===== config.mk =====
export PLATFORM = sky130hd
export DESIGN_NAME = mux_feed_seq_flat
export DESIGN_NICKNAME = d
export VERILOG_FILES = /design/src/rtl/mux_feed_if.sv /design/src/rtl/mux_feed_seq.sv /design/src/flat_wrapper.sv
export SDC_FILE = /design/constraint.sdc
export NUM_CORES = 1
export LEC_CHECK = 0
export ABC_CLOCK_PERIOD_IN_PS = 1500
export CAP_MARGIN = 40
export CORE_ASPECT_RATIO = 0.8
export CORE_MARGIN = 1
export CORE_UTILIZATION = 42
export DETAILED_ROUTE_END_ITERATION = 10
export PLACE_DENSITY_LB_ADDON = 0.25
export SLEW_MARGIN = 20
export SYNTH_ARGS = -nofsm -noshare
export SYNTH_HDL_FRONTEND = slang
export SYNTH_SLANG_ARGS = --single-unit

===== constraint.sdc =====
create_clock -name clk -period 1.5 [get_ports clk]
set_input_delay 0.15 -clock clk [delete_from_list [all_inputs] [get_ports clk]]
set_output_delay 0.15 -clock clk [all_outputs]
set_load 0.03 [all_outputs]

===== src/rtl/mux_feed_if.sv =====
// Operand-load, sequence-control and mux-feed signals between the sequencer and its neighbours.
interface mux_feed_if #(
  parameter int unsigned WIDTH = 32
);
  logic             wr_en;
  logic [1:0]       wr_addr;
  logic [WIDTH-1:0] wr_data;
  logic             start;
  logic [2:0]       seq_len;
  logic             out_ready;
  logic [WIDTH-1:0] a;
  logic [WIDTH-1:0] b;
  logic [WIDTH-1:0] c;
  logic [WIDTH-1:0] d;
  logic [1:0]       sel;
  logic             out_valid;
  logic             busy;
  logic             done;
  logic             wr_err;

  modport master (
    output wr_en, wr_addr, wr_data, start, seq_len, out_ready,
    input  a, b, c, d, sel, out_valid, busy, done, wr_err
  );

  modport slave (
    input  wr_en, wr_addr, wr_data, start, seq_len, out_ready,
    output a, b, c, d, sel, out_valid, busy, done, wr_err
  );
endinterface


===== src/rtl/mux_feed_seq.sv =====
// Sequencer feeding a 4-to-1 mux: four operand registers plus a select stepper
// that walks 0..L-1 under a valid/ready handshake.
module mux_feed_seq #(
  parameter int unsigned WIDTH = 32
) (
  input  logic     clk,
  input  logic     rst_n,
  mux_feed_if.slave bus
);

  localparam int unsigned NREG  = 4;
  localparam int unsigned SEL_W = 2;
  localparam int unsigned LEN_W = 3;

  typedef enum logic [1:0] {
    IDLE = 2'd0,
    RUN  = 2'd1,
    DONE = 2'd2
  } state_e;

  state_e           state_q, state_d;
  logic [WIDTH-1:0] regs_q [NREG];
  logic [SEL_W-1:0] sel_q, sel_d;
  logic [SEL_W-1:0] last_q, last_d;
  logic             valid_q, valid_d;
  logic             busy_q, busy_d;
  logic             done_q, done_d;
  logic             wr_err_q, wr_err_d;
  logic             wr_ok_c;
  logic [SEL_W-1:0] len_last_c;

  // Index of the final entry: lengths 1..4 map to 0..3, anything else means a full sweep.
  always_comb begin
    len_last_c = SEL_W'(3);
    if (bus.seq_len != LEN_W'(0) && bus.seq_len <= LEN_W'(4)) begin
      len_last_c = SEL_W'(bus.seq_len - LEN_W'(1));
    end
  end

  // State register.
  always_ff @(posedge clk or negedge rst_n) begin
    if (!rst_n) begin
      state_q <= IDLE;
    end else begin
      state_q <= state_d;
    end
  end

  // Next-state: leave RUN once the last entry is accepted, DONE lasts one cycle.
  always_comb begin
    state_d = state_q;
    case (state_q)
      IDLE: if (bus.start) state_d = RUN;
      RUN:  if (bus.out_ready && sel_q == last_q) state_d = DONE;
      DONE: state_d = IDLE;
      default: state_d = IDLE;
    endcase
  end

  // Output/datapath next values; everything visible is registered below.
  always_comb begin
    sel_d    = sel_q;
    last_d   = last_q;
    wr_ok_c  = 1'b0;
    wr_err_d = bus.wr_en && (state_q != IDLE);
    valid_d  = (state_d == RUN);
    busy_d   = (state_d == RUN);
    done_d   = (state_d == DONE);
    case (state_q)
      IDLE: begin
        wr_ok_c = bus.wr_en;
        if (bus.start) begin
          sel_d  = SEL_W'(0);
          last_d = len_last_c;
        end
      end
      RUN: begin
        // The last entry keeps its select so it remains visible after the sequence.
        if (bus.out_ready && sel_q != last_q) sel_d = sel_q + SEL_W'(1);
      end
      default: ;
    endcase
  end

  // Registered handshake and status outputs.
  always_ff @(posedge clk or negedge rst_n) begin
    if (!rst_n) begin
      sel_q    <= '0;
      last_q   <= '0;
      valid_q  <= 1'b0;
      busy_q   <= 1'b0;
      done_q   <= 1'b0;
      wr_err_q <= 1'b0;
    end else begin
      sel_q    <= sel_d;
      last_q   <= last_d;
      valid_q  <= valid_d;
      busy_q   <= busy_d;
      done_q   <= done_d;
      wr_err_q <= wr_err_d;
    end
  end

  // Operand registers: only IDLE writes land, a sequence never touches them.
  always_ff @(posedge clk or negedge rst_n) begin
    if (!rst_n) begin
      for (int i = 0; i < NREG; i++) regs_q[i] <= '0;
    end else if (wr_ok_c) begin
      regs_q[bus.wr_addr] <= bus.wr_data;
    end
  end

  assign bus.a         = regs_q[0];
  assign bus.b         = regs_q[1];
  assign bus.c         = regs_q[2];
  assign bus.d         = regs_q[3];
  assign bus.sel       = sel_q;
  assign bus.out_valid = valid_q;
  assign bus.busy      = busy_q;
  assign bus.done      = done_q;
  assign bus.wr_err    = wr_err_q;

endmodule


===== src/flat_wrapper.sv =====
// flat-port wrapper written by rule: the top's interface ports become plain ports
module mux_feed_seq_flat 
#(
  parameter int unsigned WIDTH = 32
)
  (clk, rst_n, bus_wr_en, bus_wr_addr, bus_wr_data, bus_start, bus_seq_len, bus_out_ready, bus_a, bus_b, bus_c, bus_d, bus_sel, bus_out_valid, bus_busy, bus_done, bus_wr_err);
  mux_feed_if #(.WIDTH(WIDTH)) bus_i ();
  input  logic clk;
  input  logic rst_n;
  input wire logic [$bits(bus_i.wr_en)-1:0] bus_wr_en;
  input wire logic [$bits(bus_i.wr_addr)-1:0] bus_wr_addr;
  input wire logic [$bits(bus_i.wr_data)-1:0] bus_wr_data;
  input wire logic [$bits(bus_i.start)-1:0] bus_start;
  input wire logic [$bits(bus_i.seq_len)-1:0] bus_seq_len;
  input wire logic [$bits(bus_i.out_ready)-1:0] bus_out_ready;
  output wire logic [$bits(bus_i.a)-1:0] bus_a;
  output wire logic [$bits(bus_i.b)-1:0] bus_b;
  output wire logic [$bits(bus_i.c)-1:0] bus_c;
  output wire logic [$bits(bus_i.d)-1:0] bus_d;
  output wire logic [$bits(bus_i.sel)-1:0] bus_sel;
  output wire logic [$bits(bus_i.out_valid)-1:0] bus_out_valid;
  output wire logic [$bits(bus_i.busy)-1:0] bus_busy;
  output wire logic [$bits(bus_i.done)-1:0] bus_done;
  output wire logic [$bits(bus_i.wr_err)-1:0] bus_wr_err;
  assign bus_i.wr_en = bus_wr_en;
  assign bus_i.wr_addr = bus_wr_addr;
  assign bus_i.wr_data = bus_wr_data;
  assign bus_i.start = bus_start;
  assign bus_i.seq_len = bus_seq_len;
  assign bus_i.out_ready = bus_out_ready;
  assign bus_a = bus_i.a;
  assign bus_b = bus_i.b;
  assign bus_c = bus_i.c;
  assign bus_d = bus_i.d;
  assign bus_sel = bus_i.sel;
  assign bus_out_valid = bus_i.out_valid;
  assign bus_busy = bus_i.busy;
  assign bus_done = bus_i.done;
  assign bus_wr_err = bus_i.wr_err;
  mux_feed_seq #(.WIDTH(WIDTH)) u_core (.clk(clk), .rst_n(rst_n), .bus(bus_i));
endmodule

* Word-level counts from Yosys, hierarchy flattened *
Index checks and enable logic that the tools add are counted.

operators by class
  $add $sub $neg = 2
  $lt $le $gt $ge = 3
  equality and inequality tests = 7
  muxes and demuxes = 11
  bitwise logic cells = 1
  reductions and logical operators = 11

operators by type and width
  kind                 count
  $bwmux 128           1
  $demux 32 s2         1
  $mux 32              1
  $mux 2               5
  $pmux 2 s2           2
  $logic_and 1x1->1    5
  $eq 2x1->1 const B   2
  $reduce_bool 2->1    2
  $ge 3x3->1 const B   1
  $le 3x3->1 const B   1
  $lt 3x1->1 const B   1
  $not 2->3            1
  $reduce_and 3->1     1
  $reduce_bool 3->1    1
  $add 2x1->2 const B  1
  $eq 2x2->1           1
  $eq 2x2->1 const B   1
  $logic_not 2->1      1
  $ne 2x1->1 const B   1
  $ne 2x2->1           1
  $ne 2x2->1 const B   1
  $reduce_and 2->1     1
  $sub 2x1->2 const B  1
  $mux 1               1

storage, ports and cells
  register bits = 137
  word-level logic and storage cells = 45

* Depth between registers and ports, before layout *
  depth after elaboration = 6
  gate-level depth with buffers = 5
  depth with buffers taken out = 4

* Worst setup path before layout *
OpenSTA, ideal clock, no wires.

  path kind = register to register
  start point = reg u_core.state_q[1]
  end point = reg u_core.regs_q, in the netlist u_core.bus.a[10]
  setup time = 125 ps
  arrival time = 1335 ps
  data required time = 1375 ps
  setup slack = 40 ps
  cell stages (with the launch flop) = 6
  buffers on the path = 2
  cells stage by stage = dfrtp_1 > nor2_4 > and4bb_1 > buf_6 > buf_8 > mux2_4

between the ends
  longest elaborated chain between the ends = 2

RTL lines
  item                           line                 text
  start, declared                mux_feed_seq.sv:21   state_e state_q, state_d;
  start signal, assigned         mux_feed_seq.sv:45   state_q <= state_d;
  $logic_not 2->1                mux_feed_seq.sv:69   case (state_q)
  $mux 1                         mux_feed_seq.sv:69
  end signal, assigned by index  mux_feed_seq.sv:109  regs_q[bus.wr_addr] <= bus.wr_data;
  end, declared                  mux_feed_seq.sv:22   logic [WIDTH-1:0] regs_q [NREG];

Every way passes these cells.
A chain may end at the register's enable or synchronous reset.

* Final worst setup path *
  start point = reg u_core.state_q[0]
  end point = reg u_core.regs_q, in the netlist u_core.bus.b[9]

The elaborated chain is that of the path after synthesis.

==> tab_implementation.tex <==
\begin{tabular}{lr}
\hline
Metric & Value \\
\hline
\multicolumn{2}{l}{\textbf{Finish}} \\
\quad Number of nets in the layout & between 500 and 600 \\
\quad Area occupied by registers & around 0.0034 mm\^{}2 \\
\quad Fraction of layout cells with a size suffix above 1 & 36.2\% \\
\quad Syn-to-layout area delta & 51.7\% \\
\quad Fillers & 949 \\
\quad Ant. Diodes & 0 \\
\quad Multi-input gate area in the final layout & 0.00197 mm\^{}2 \\
\multicolumn{2}{l}{\textbf{STA}} \\
\quad Worst Max-Slew Pin Slew & about 0.38 ns \\
\quad Setup Skew & between 0.006 and 0.007 ns \\
\quad Worst slack on hold paths & 0.200 ns \\
\quad Achievable frequency & 0.656 GHz \\
\quad Relative slew margins & 74.3\% \\
\quad Time the worst path needs with I/O delays and setup & 1.52 ns \\
\quad Slew Viols, Final & 0 \\
\quad Number of endpoints failing setup at the final stage & 28 \\
\quad Unrepaired setup endpoints after global routing & yes \\
\quad Final Hold Viols & 0 \\
\quad Share of the cycle needed by the critical path after routing & 102\% \\
\quad Post-route setup slack & -0.0248 ns \\
\multicolumn{2}{l}{\textbf{Synth}} \\
\quad Sequential element share of the synthesized area & a little over three fifths \\
\quad Most used flip-flop cell after synthesis & sky130\_fd\_sc\_hd\_\_dfrtp\_1 \\
\quad Cell taking the most area after synthesis & sky130\_fd\_sc\_hd\_\_dfrtp\_1 \\
\quad Warnings, synthesis & 0 \\
\quad Count of distinct cell types in the synthesized netlist & 29 \\
\quad Average instance area after synthesis & 17.5 um\^{}2 \\
\quad Post-synthesis async set-or-reset flop share & 100\% \\
\quad Post-synthesis cell count & 314 \\
\quad Number of synthesized flops with an enable pin & 0 \\
\quad Top cells by area in the synthesized netlist & sky130\_fd\_sc\_hd\_\_dfrtp\_1, sky130\_fd\_sc\_hd\_\_mux2\_4, sky130\_fd\_sc\_hd\_\_mux2\_2 \\
\quad Area of the mapped netlist & around 0.0055 mm\^{}2 \\
\quad \#FFs+latches synth & 137 \\
\quad Net count of the mapped netlist & approximately 360 \\
\quad Portion of synthesized cell area occupied by the leading cell type & a little over three fifths \\
\multicolumn{2}{l}{\textbf{Global routing}} \\
\quad Pin count of the biggest net entering global routing & 56 \\
\quad Antenna violations before repair & 0 \\
\quad Overall track demand over capacity in global routing & about a fifth \\
\quad Number of global-route vias before repair & 3,686 \\
\quad Global-route wire length before repair & 20,500 um \\
\quad Overall overflow remaining after global route & 0 \\
\multicolumn{2}{l}{\textbf{CTS}} \\
\quad Number of buffers added by the clock tree synthesis step & 17 \\
\quad Post-CTS clock slew at the launch and capture registers of the worst setup and hold paths & around 0.060 ns \\
\quad CTS tree & built \\
\quad Clock root buffer & sky130\_fd\_sc\_hd\_\_clkbuf\_16 \\
\quad Maximum clock path buffer count & 2 \\
\quad Total number of H-tree levels & 4 \\
\quad Later-pin clock latency in the skew report & $\sim$0.42 ns \\
\quad Sink count of the clock tree & 137 \\
\multicolumn{2}{l}{\textbf{Setup path}} \\
\quad Internal reg-to-reg setup slack & -0.02 ns \\
\quad Cells along the critical path & nor2\_4 > and4b\_2 > buf\_12 > mux2\_4 \\
\quad Startpoint kind of the worst setup timing path & register \\
\quad Library cell contributing the largest single delay on the critical path & sky130\_fd\_sc\_hd\_\_dfrtp\_1 \\
\quad Arrival @ worst endpoint & 1.82 ns \\
\quad Maximum fanout along the worst path & 18 \\
\quad Required time of the critical path & approximately 1.8 ns \\
\quad Path type of the worst setup path & register to register \\
\quad Largest stage delay, worst path & $\sim$0.40 ns \\
\quad Kind of capture point of the worst setup path & register \\
\quad Number of buffers and inverters on the critical path & 1 \\
\quad Cell family with most CP delay & simple AND/OR/NAND/NOR gates \\
\multicolumn{2}{l}{\textbf{Die}} \\
\quad Core ar. & 0.0125 mm\^{}2 \\
\quad Starting density of the core & 44.0\% \\
\quad Die span in x & 130 um \\
\quad Die Area & 0.0135 mm\^{}2 \\
\quad Die boundary height & about 100 um \\
\quad I/O pin count & 176 \\
\quad Number of cell rows & 36 \\
\multicolumn{2}{l}{\textbf{Detailed routing}} \\
\quad Number of antenna-violating nets in the routed design & 0 \\
\quad Detail-routed net length per standard cell & roughly 19 um \\
\quad Length of the first detailed-routing pass in iterations & 4 \\
\quad Via count normalized by instance count & 4.88 \\
\quad Number of remaining DRC errors & 0 \\
\quad Final wirelength & about 14,000 um \\
\quad Routed vias & 3,437 \\
\quad Initial detailed-routing violation count & 121 \\
\multicolumn{2}{l}{\textbf{Power and ir drop}} \\
\quad Lkg Pwr & 4.04 nW \\
\quad Total power consumption of the routed design & 20.8 mW \\
\quad Worst supply voltage drop on vdd & 0.00160 V \\
\quad Power density normalized to cell area & 2500 mW/mm\^{}2 \\
\multicolumn{2}{l}{\textbf{Placement}} \\
\quad Detailed Place HPWL & 8490 um \\
\quad \# port buffers & $\sim$180 \\
\quad GP Congestion & around 0.75 \\
\multicolumn{2}{l}{\textbf{Flow run}} \\
\quad Max\_cap viols & 0 \\
\multicolumn{2}{l}{\textbf{Hold path}} \\
\quad Type of the tightest min-delay check & input pin to async pin \\
\multicolumn{2}{l}{\textbf{Outcome}} \\
\quad Run status & finished with violations \\
\quad Failing checks & negative setup slack \\
\hline
\end{tabular}
flip-flops by register name, summed over array words and instances (netlist names):
register,flops
u_core.bus.a,32
u_core.bus.b,32
u_core.bus.c,32
u_core.bus.d,32
u_core.bus.done,1
u_core.bus.out_valid,1
u_core.bus.sel,2
u_core.bus.wr_err,1
u_core.last_q,2
u_core.state_q,2
timing repair:
action	CTS	global route
endpoints found under the hold margin	34	0
cloned	0	8
setup buffers	0	1
hold buffers	1	0
resized for setup	137	16
setup endpoints to repair	154	101
pin swaps	0	2
through the flow:
stage | utilization, % | std cells | area [um^2] | worst slack, ns | TNS (ns)
3_5_place_dp | 60.6 | 662 | 7560 | -0.208 | -16.91
4_1_cts | 64.7 | 695 | 8070 | -0.0118 | -0.0677
6_report | 66.8 | 704 | 8330 | -0.0248 | -0.333
3_3_place_gp | 60.6 | 662 | 7560 | -0.189 | -12.98
2_1_floorplan | - | 314 | 5490 | 0.0403 | 0
5_1_grt | 66.8 | 704 | 8330 | -0.0672 | -4.85
synth_stat cells (all sizes together) (2+ instances only):
master,n
xnor2,3
inv,4
mux2,129
nor2,5
buf,15
nand3,2
dfrtp,137
nor2b,2
a21o,2
o21ai,2
final timing paths:
kind                       cells after the start          endpoint         startpoint
max                                            4   u_core.bus.b[9]  u_core.state_q[0]
min                                            2  u_core.bus.a[23]              rst_n
min reg2reg                                    1  u_core.bus.c[30]   u_core.bus.c[30]
max in group asynchronous                      3   u_core.bus.b[6]              rst_n
min in group clk                               4  u_core.last_q[1]     bus_seq_len[1]
max reg2reg                                    4   u_core.bus.b[9]  u_core.state_q[0]
layout by cell type (no fill, tap or decap), drive strengths merged, types with 2 or more instances in the layout:
cell,synthesis,routed
dfrtp,137,137
dlygate4sd2,0,134
mux2,129,129
clkdlybuf4s50,0,40
clkbuf,0,26
buf,15,21
clkinv,0,7
bufinv,0,5
nor2,5,5
inv,4,4
xnor2,3,3
nor2b,2,2
nand3,2,2
a21o,2,2
o21ai,2,2
kinds of logic (layout without fill, tap and decap cells):
kind of cell	count (synthesis)	after routing	synth area share (%)
adder cells (fa/ha/maj)	1	1	0.228
XOR/XNOR	3	3	0.479
AND/OR/NAND/NOR	17	17	2.26
AO/OA/AOI/OAI	8	8	1.00
flip-flops	137	137	62.5
multiplexers	129	129	30.6
buffers and inverters	19	238	3.01
where the power goes:
part | total [mW] | switching, mW | internal (mW)
registers | 6.54 | 1.01 | 5.53
clock network | 4.58 | 1.55 | 3.03
logic | 9.72 | 5.62 | 4.09
final cells by class:
class	instances	area share (%)
Sequential cell	137	41.2
Timing Repair Buffer	202	24.6
Multi-Input combinational cell	158	23.7
Clock buffer	20	5.48
Tap cell	171	2.57
Clock inverter	12	2.36
Inverter	4	0.180
routing by layer:
| layer | part of all wire (%) | track usage, % | wire length (um) |
|---|---|---|---|
| met1 | 43 | 25.1 | 5950 |
| met2 | 47 | 31.8 | 6460 |
| met3 | 8.1 | 9.26 | 1120 |
| met4 | 1.3 | 5.73 | 174 |
| met5 | 0 | 0 | 0 |
Power figures use the tool's default switching activity.
